<file path="config.mk">
export PLATFORM = sky130hd
export DESIGN_NAME = simplez_seq
export DESIGN_NICKNAME = d
export VERILOG_FILES = /design/src/rtl/simplez_seq.sv
export SDC_FILE = /design/constraint.sdc
export NUM_CORES = 1
export LEC_CHECK = 0
export ABC_AREA = 1
export CORE_MARGIN = 4
export CORE_UTILIZATION = 34
export DETAILED_ROUTE_END_ITERATION = 10
export PLACE_DENSITY_LB_ADDON = 0.3
export SETUP_SLACK_MARGIN = 0.4
export SLEW_MARGIN = 40
export SYNTH_ARGS = -nofsm -noshare
export SYNTH_HDL_FRONTEND = slang
export SYNTH_SLANG_ARGS = --single-unit
export TNS_END_PERCENT = 30
</file>
<file path="constraint.sdc">
create_clock -name clk -period 5.53 [get_ports clk]
set_clock_uncertainty 0.1 [all_clocks]
set_input_delay 1.106 -clock clk [delete_from_list [all_inputs] [get_ports clk]]
set_output_delay 1.106 -clock clk [all_outputs]
set_load 0.005 [all_outputs]
</file>
<file path="src/rtl/simplez_seq.sv">
// Simplez fetch/decode/execute sequencer: drives reads toward the program memory
// and emits stores on a one-cycle strobe port.
module simplez_seq #(
    parameter logic [8:0] RESET_PC = 9'o000
) (
    input  logic        clk,
    input  logic        rstn,
    input  logic        start,
    output logic [8:0]  mem_addr,
    output logic        mem_rd,
    input  logic [11:0] mem_data,
    output logic        st_valid,
    output logic [8:0]  st_addr,
    output logic [11:0] st_data,
    output logic [11:0] acc,
    output logic [8:0]  pc,
    output logic        halted,
    output logic [2:0]  dbg_state
);

    localparam logic [2:0] S_IDLE    = 3'd0;
    localparam logic [2:0] S_FETCH   = 3'd1;
    localparam logic [2:0] S_DECODE  = 3'd2;
    localparam logic [2:0] S_OPERAND = 3'd3;
    localparam logic [2:0] S_HALTED  = 3'd4;

    localparam logic [2:0] OP_ST   = 3'd0;
    localparam logic [2:0] OP_LD   = 3'd1;
    localparam logic [2:0] OP_ADD  = 3'd2;
    localparam logic [2:0] OP_BR   = 3'd3;
    localparam logic [2:0] OP_BZ   = 3'd4;
    localparam logic [2:0] OP_CLR  = 3'd5;
    localparam logic [2:0] OP_DEC  = 3'd6;
    localparam logic [2:0] OP_HALT = 3'd7;

    logic [2:0]  r_state;
    logic [8:0]  r_pc;
    logic [11:0] r_acc;
    logic [11:0] r_ir;
    logic        r_st_valid;
    logic [8:0]  r_st_addr;
    logic [11:0] r_st_data;
    logic        r_halted;

    logic [2:0]  w_opcode;
    logic [8:0]  w_cd;

    assign w_opcode = r_ir[11:9];
    assign w_cd     = r_ir[8:0];

    // Memory requests depend only on registered state, so they hold steady all cycle.
    assign mem_rd   = (r_state == S_FETCH) || (r_state == S_OPERAND);
    assign mem_addr = ((r_state == S_DECODE) || (r_state == S_OPERAND)) ? w_cd : r_pc;

    assign st_valid  = r_st_valid;
    assign st_addr   = r_st_addr;
    assign st_data   = r_st_data;
    assign acc       = r_acc;
    assign pc        = r_pc;
    assign halted    = r_halted;
    assign dbg_state = r_state;

    always_ff @(posedge clk or negedge rstn) begin
        if (!rstn) begin
            r_state    <= S_IDLE;
            r_pc       <= RESET_PC;
            r_acc      <= 12'd0;
            r_ir       <= 12'd0;
            r_st_valid <= 1'b0;
            r_st_addr  <= 9'd0;
            r_st_data  <= 12'd0;
            r_halted   <= 1'b0;
        end else begin
            r_st_valid <= 1'b0;
            case (r_state)
                S_IDLE: begin
                    if (start) r_state <= S_FETCH;
                end
                S_FETCH: begin
                    r_ir    <= mem_data;
                    r_pc    <= r_pc + 9'd1;
                    r_state <= S_DECODE;
                end
                S_DECODE: begin
                    r_state <= S_FETCH;
                    case (w_opcode)
                        OP_ST: begin
                            r_st_valid <= 1'b1;
                            r_st_addr  <= w_cd;
                            r_st_data  <= r_acc;
                        end
                        OP_LD, OP_ADD: r_state <= S_OPERAND;
                        OP_BR:  r_pc <= w_cd;
                        OP_BZ: begin
                            if (r_acc == 12'd0) r_pc <= w_cd;
                        end
                        OP_CLR: r_acc <= 12'd0;
                        OP_DEC: r_acc <= r_acc - 12'd1;
                        OP_HALT: begin
                            r_halted <= 1'b1;
                            r_state  <= S_HALTED;
                        end
                        default: r_state <= S_FETCH;
                    endcase
                end
                S_OPERAND: begin
                    r_state <= S_FETCH;
                    if (w_opcode == OP_LD) r_acc <= mem_data;
                    else                   r_acc <= r_acc + mem_data;
                end
                S_HALTED: begin
                    if (start) begin
                        r_halted <= 1'b0;
                        r_state  <= S_FETCH;
                    end
                end
                default: r_state <= S_IDLE;
            endcase
        end
    end

endmodule

</file>
# Yosys cells after proc, flatten, opt, wreduce, memory -nomap -nowiden
# Index checks and enable logic that the tools add are counted.
[word_totals]
regBits = 59
inputBits = 15
output_inout_bits = 57
[classes]
add_sub_neg = 3
n_eq_ne = 17
mux = 15
n_reduce_logical = 14
[op_table]
columns = ["cell", "n"]
rows = [
  ["$pmux 12 s2", 2],
  ["$pmux 9 s2", 2],
  ["$mux 9", 2],
  ["$eq 3x3->1 const B", 5],
  ["$add 12x12->12", 1],
  ["$eq 3x2->1 const B", 4],
  ["$logic_not 12->1", 1],
  ["$mux 12", 1],
  ["$pmux 3 s4", 1],
  ["$sub 12x1->12 const B", 1],
  ["$add 9x1->9 const B", 1],
  ["$eq 3x1->1 const B", 2],
  ["$logic_not 3->1", 2],
  ["$ne 3x1->1 const B", 2],
  ["$pmux 3 s2", 1],
  ["$reduce_and 3->1", 2],
  ["$reduce_bool 2->1", 3],
  ["$mux 1", 4],
  ["$ne 2x1->1 const B", 2],
  ["$reduce_and 2->1", 2],
  ["$reduce_or 2->1", 2],
  ["$mux 3", 1],
  ["$ne 3x3->1 const B", 1],
  ["$logic_or 1x1->1", 2],
  ["other kinds (2)", 2],
]

# Longest topological paths before layout
[depth]
ltp_word = 4
ltp_mapped = 12
ltp_nobuf = 12

# Least setup slack after synthesis
# No wires, ideal clock.
[synth_path]
path_type = "input -> register"
start = "in mem_data[0]"
end = "reg r_acc[8], in the netlist acc[8]"
setup_time_ns = 0.118
arrival_time_ns = 2.321
required_time_ns = 5.312
setup_slack_ns = 2.991
stages = 11
path_buffers = 0
path_cell_list = "ha_1 -> inv_1 -> fa_1 -> inv_1 -> nand3_1 -> nand3_1 -> nand2_1 -> nand3_1 -> nand3_1 -> a21oi_1 -> nor2_1"
[synth_between]
elab_chain_len = 3
[synth_lines]
columns = ["item", "line", "source"]
rows = [
  ["start, declared", "11", "input logic [11:0] mem_data,"],
  ["$add 12x12->12", "109", "else r_acc <= r_acc + mem_data;"],
  ["$mux 12", "108", "if (w_opcode == OP_LD) r_acc <= mem_data;"],
  ["$pmux 12 s2", "75", "case (r_state)"],
  ["end signal, assigned", "98", "OP_DEC: r_acc <= r_acc - 12'd1;"],
  ["end signal, assigned", "108", ""],
  ["end signal, assigned", "109", ""],
  ["end, declared", "38", "logic [11:0] r_acc;"],
]
# Every way passes these cells.
# A chain may end at the register's enable or synchronous reset.

# Worst setup path after layout
[layout_path]
start = "reg r_state[2], in the netlist dbg_state[2]"
end = "out mem_addr[3]"
[layout_between]
elab_chain_len = 3
elab_cells_between_ends = 4
[layout_lines]
columns = ["item", "line", "source"]
rows = [
  ["start, declared", "36", "logic [2:0] r_state;"],
  ["start signal, assigned", "65", "r_state <= S_IDLE;"],
  ["start signal, assigned", "77", "if (start) r_state <= S_FETCH;"],
  ["start signal, assigned", "82", "r_state <= S_DECODE;"],
  ["$eq 3x2->1", "53", "assign mem_addr = ((r_state == S_DECODE) || (r_state == S_OPERAND)) ? w_cd : r_pc;"],
  ["$logic_or 1x1->1 (*)", "53", ""],
  ["$mux 9 (*)", "53", ""],
  ["end, declared", "9", "output logic [8:0] mem_addr,"],
]
# Mark *: on every way between the ends. The rest lies on a longest branch, timed or not.

==> flow_metrics.tcl <==
set metrics [dict create \
    first_pass_iters 4 \
    yosys_warnings 0 \
    ant_nets 0 \
    grt_antenna_before_repair 0 \
    internal_power_mw 1.55 \
    wire_per_inst_um 14.5 \
    peakVddDrop_mv 0.219 \
    areaGrowthSynthToFinish_pct 26.2 \
    grt_first_pass_wirelength_mm 17.7 \
    fin_ws_ps 2140 \
    drtIter0Drc 255 \
    hp-class "register to register" \
    power_frac_comb 0.565 \
    rsz0062_at_grt "false" \
    register_area_sq_um 1480 \
    cts_tree "built" \
    pin_count 72 \
    cts_hold_buf 0 \
    crit_arrival_ps 2180 \
    cp_data_required_time_ps 4320 \
    globalplace.congestion 0.894 \
    die_x_um 113 \
    dieArea_sq_um 12700 \
    sw_frac_of_total 0.452 \
    yosysUniqueCellTypes 28 \
    cts_setup_buffers 0 \
    period_share 0.613 \
    finalSetupViolations 0 \
    fmax_mhz 295 \
    fin_util 0.448 \
    p_seq_frac 0.308 \
    rows 37 \
    drc 0 \
    yosys.area.top_type "dfrtp_1" \
    power.density_nw_per_um2 601 \
    synth_area_per_cell_sq_um 7.13 \
    portBuffers 71 \
    power_switching_mw 1.28 \
    clk_pin_slew_ps 70 \
    dpl-instance-area_sq_um 4530 \
    synth_nets 553 \
    core_area_sq_um 10500 \
    ys_seq_area_frac 0.396 \
    ys_ff_latch 59 \
    p_leak_nw 2.30 \
    worstSetupPathType "register to output pin" \
    worstSetupStartpointType "register" \
    syn_area_sq_um 3730 \
    tightest_slew_ps 643 \
    drive_above_1_share 0.0520 \
    slew_violations 0 \
    synth_top_area_frac 0.396 \
    synthTopCellsByArea "dfrtp_1 (40%), nand2_1 (15%), inv_1 (7.2%)" \
    cts_buffers 9 \
    nFillCells 1083 \
    grt_max_degree 60 \
    synthCells 523 \
    pre_cts_slack_ps 2330 \
    routed-via-count 3677 \
    antenna_cells 0 \
    end_kind "output pin" \
    clkPwrFrac 0.127 \
    cp_max_fo 19 \
    fin_setup_tns_ps 0 \
    overflow 0 \
    worstSkewPairLatency_ps 340 \
    grt_use_total 0.171 \
    grt_pass1_vias 3555 \
    clock_path_buffers 2 \
    finalInstanceArea_sq_um 4710 \
    cap_violations 0 \
    die_h_um 113 \
    cts_resized 0 \
    multi_input_area_sq_um 1890 \
    routed_wl_mm 10.6 \
    initial_core_util 0.355 \
    place_hpwl_mm 8.06 \
    max-slew-margin-rel 0.571 \
    htreeDepth 3 \
    hold_viol 0 \
    period_needed_ps 3390 \
    clock-root-buffer "clkbuf_8" \
    post_drt_via_cell_ratio 5.02 \
    total_power_mw 2.83 \
    cts.sinks 59 \
    fin_nets 622 \
    outcome "complete, no violations" \
]
[layer usage]
metal / share of wire / wire length, um / vias up / track usage
met4: 0.038 / 405 / 0 / 0.0889
met5: 0 / 0 / - / 0
met3: 0.084 / 884 / 29 / 0.0337
li1: - / - / 1824 / -
met1: 0.47 / 4970 / 1680 / 0.240
met2: 0.41 / 4320 / 144 / 0.248
[power by group through the flow]
| stage | clock (mW) | combinational, mW | sequential, mW |
|---|---|---|---|
| 2_1_floorplan | 0 | 0.970 | 0.815 |
| 3_3_place_gp | 0 | 1.57 | 0.868 |
| 3_5_place_dp | 0 | 1.60 | 0.877 |
| 4_1_cts | 0.364 | 1.61 | 0.872 |
| 5_1_grt | 0.384 | 1.81 | 0.905 |
| 6_report | 0.358 | 1.60 | 0.872 |
[final timing paths]
path | start | endpoint | slack (ps) | cells after the start
setup / recovery | dbg_state[2]$_DFFE_PN0P_ | mem_addr[3] | 2140 | 4
hold / removal | st_addr[7]$_DFFE_PN0P_ | st_addr[7]$_DFFE_PN0P_ | 370 | 2
setup reg to reg | dbg_state[2]$_DFFE_PN0P_ | acc[4]$_DFFE_PN0P_ | 3360 | 6
hold reg to reg | st_addr[7]$_DFFE_PN0P_ | st_addr[7]$_DFFE_PN0P_ | 370 | 2
max in group asynchronous | rstn | st_data[10]$_DFFE_PN0P_ | 4200 | 2
min in group asynchronous | rstn | pc[8]$_DFFE_PN0P_ | 730 | 2
[state kept, by name (all words and copies together), names as in the netlist]
register	count
acc	12
dbg_state	3
halted	1
pc	9
r_ir	12
st_addr	9
st_data	12
st_valid	1
[metrics by stage]
step / std cells / hold slack, ps
after floorplan: 523 / 365
after global placement: 717 / 352
after detailed placement: 717 / 358
after CTS: 732 / 373
after global routing: 732 / 399
final: 732 / 369
[cell usage after synthesis]
cell,n
inv_4,1
nand3_1,27
nor3_4,1
a21o_1,1
nand2_2,6
xnor2_1,4
buf_4,2
dfrtp_1,59
o21ai_1,14
a22oi_1,3
nand2_1,150
o21ai_0,50
xor2_1,9
nor2_8,1
nand4_1,11
buf_6,3
fa_1,1
ha_1,14
o22ai_1,1
clkbuf_1,3
nor2_2,4
nor2_1,36
nor3_1,2
a21oi_1,40
inv_1,72
a31oi_1,1
inv_2,1
buf_2,6
[kinds of logic after synthesis]
logic type | share of synthesized area
xor gates and xnor gates | 0.0305
AOI/OAI and AO/OA | 0.151
and+or+nand+nor | 0.271
adders and majority gates | 0.0523
DFF | 0.396
buffers and inverters | 0.0993
[layout by cell type (no fill, tap or decap)]
| cell | n |
|---|---|
| a21o_1 | 1 |
| a21oi_1 | 40 |
| a22oi_1 | 3 |
| a31oi_1 | 1 |
| buf_2 | 1 |
| buf_6 | 1 |
| clkbuf_1 | 1 |
| clkbuf_8 | 12 |
| clkdlybuf4s50_1 | 70 |
| clkinv_2 | 2 |
| dfrtp_1 | 59 |
| fa_1 | 1 |
| ha_1 | 14 |
| inv_1 | 72 |
| inv_2 | 1 |
| inv_4 | 1 |
| nand2_1 | 149 |
| nand2_2 | 7 |
| nand3_1 | 27 |
| nand4_1 | 11 |
| nor2_1 | 36 |
| nor2_2 | 4 |
| nor2_8 | 1 |
| nor3_1 | 2 |
| nor3_4 | 1 |
| o21ai_0 | 50 |
| o21ai_1 | 14 |
| o22ai_1 | 1 |
| xnor2_1 | 4 |
| xor2_1 | 9 |
[cell type report]
type                    count  share of cell area
flip-flops and latches     59               0.314
repair buffers             72               0.152
inverters                  74              0.0595
clock inverters             2             0.00213
multi-input cells         376               0.400
well taps                 136              0.0361
clock buffers              13              0.0359
[critical path, stage by stage (launching register included)]
cell             delay, ps
dfrtp_1                470
nor2_2                 550
nand2_1                 90
o21ai_0                160
clkdlybuf4s50_1        570
(Power assumes the default switching activity.)
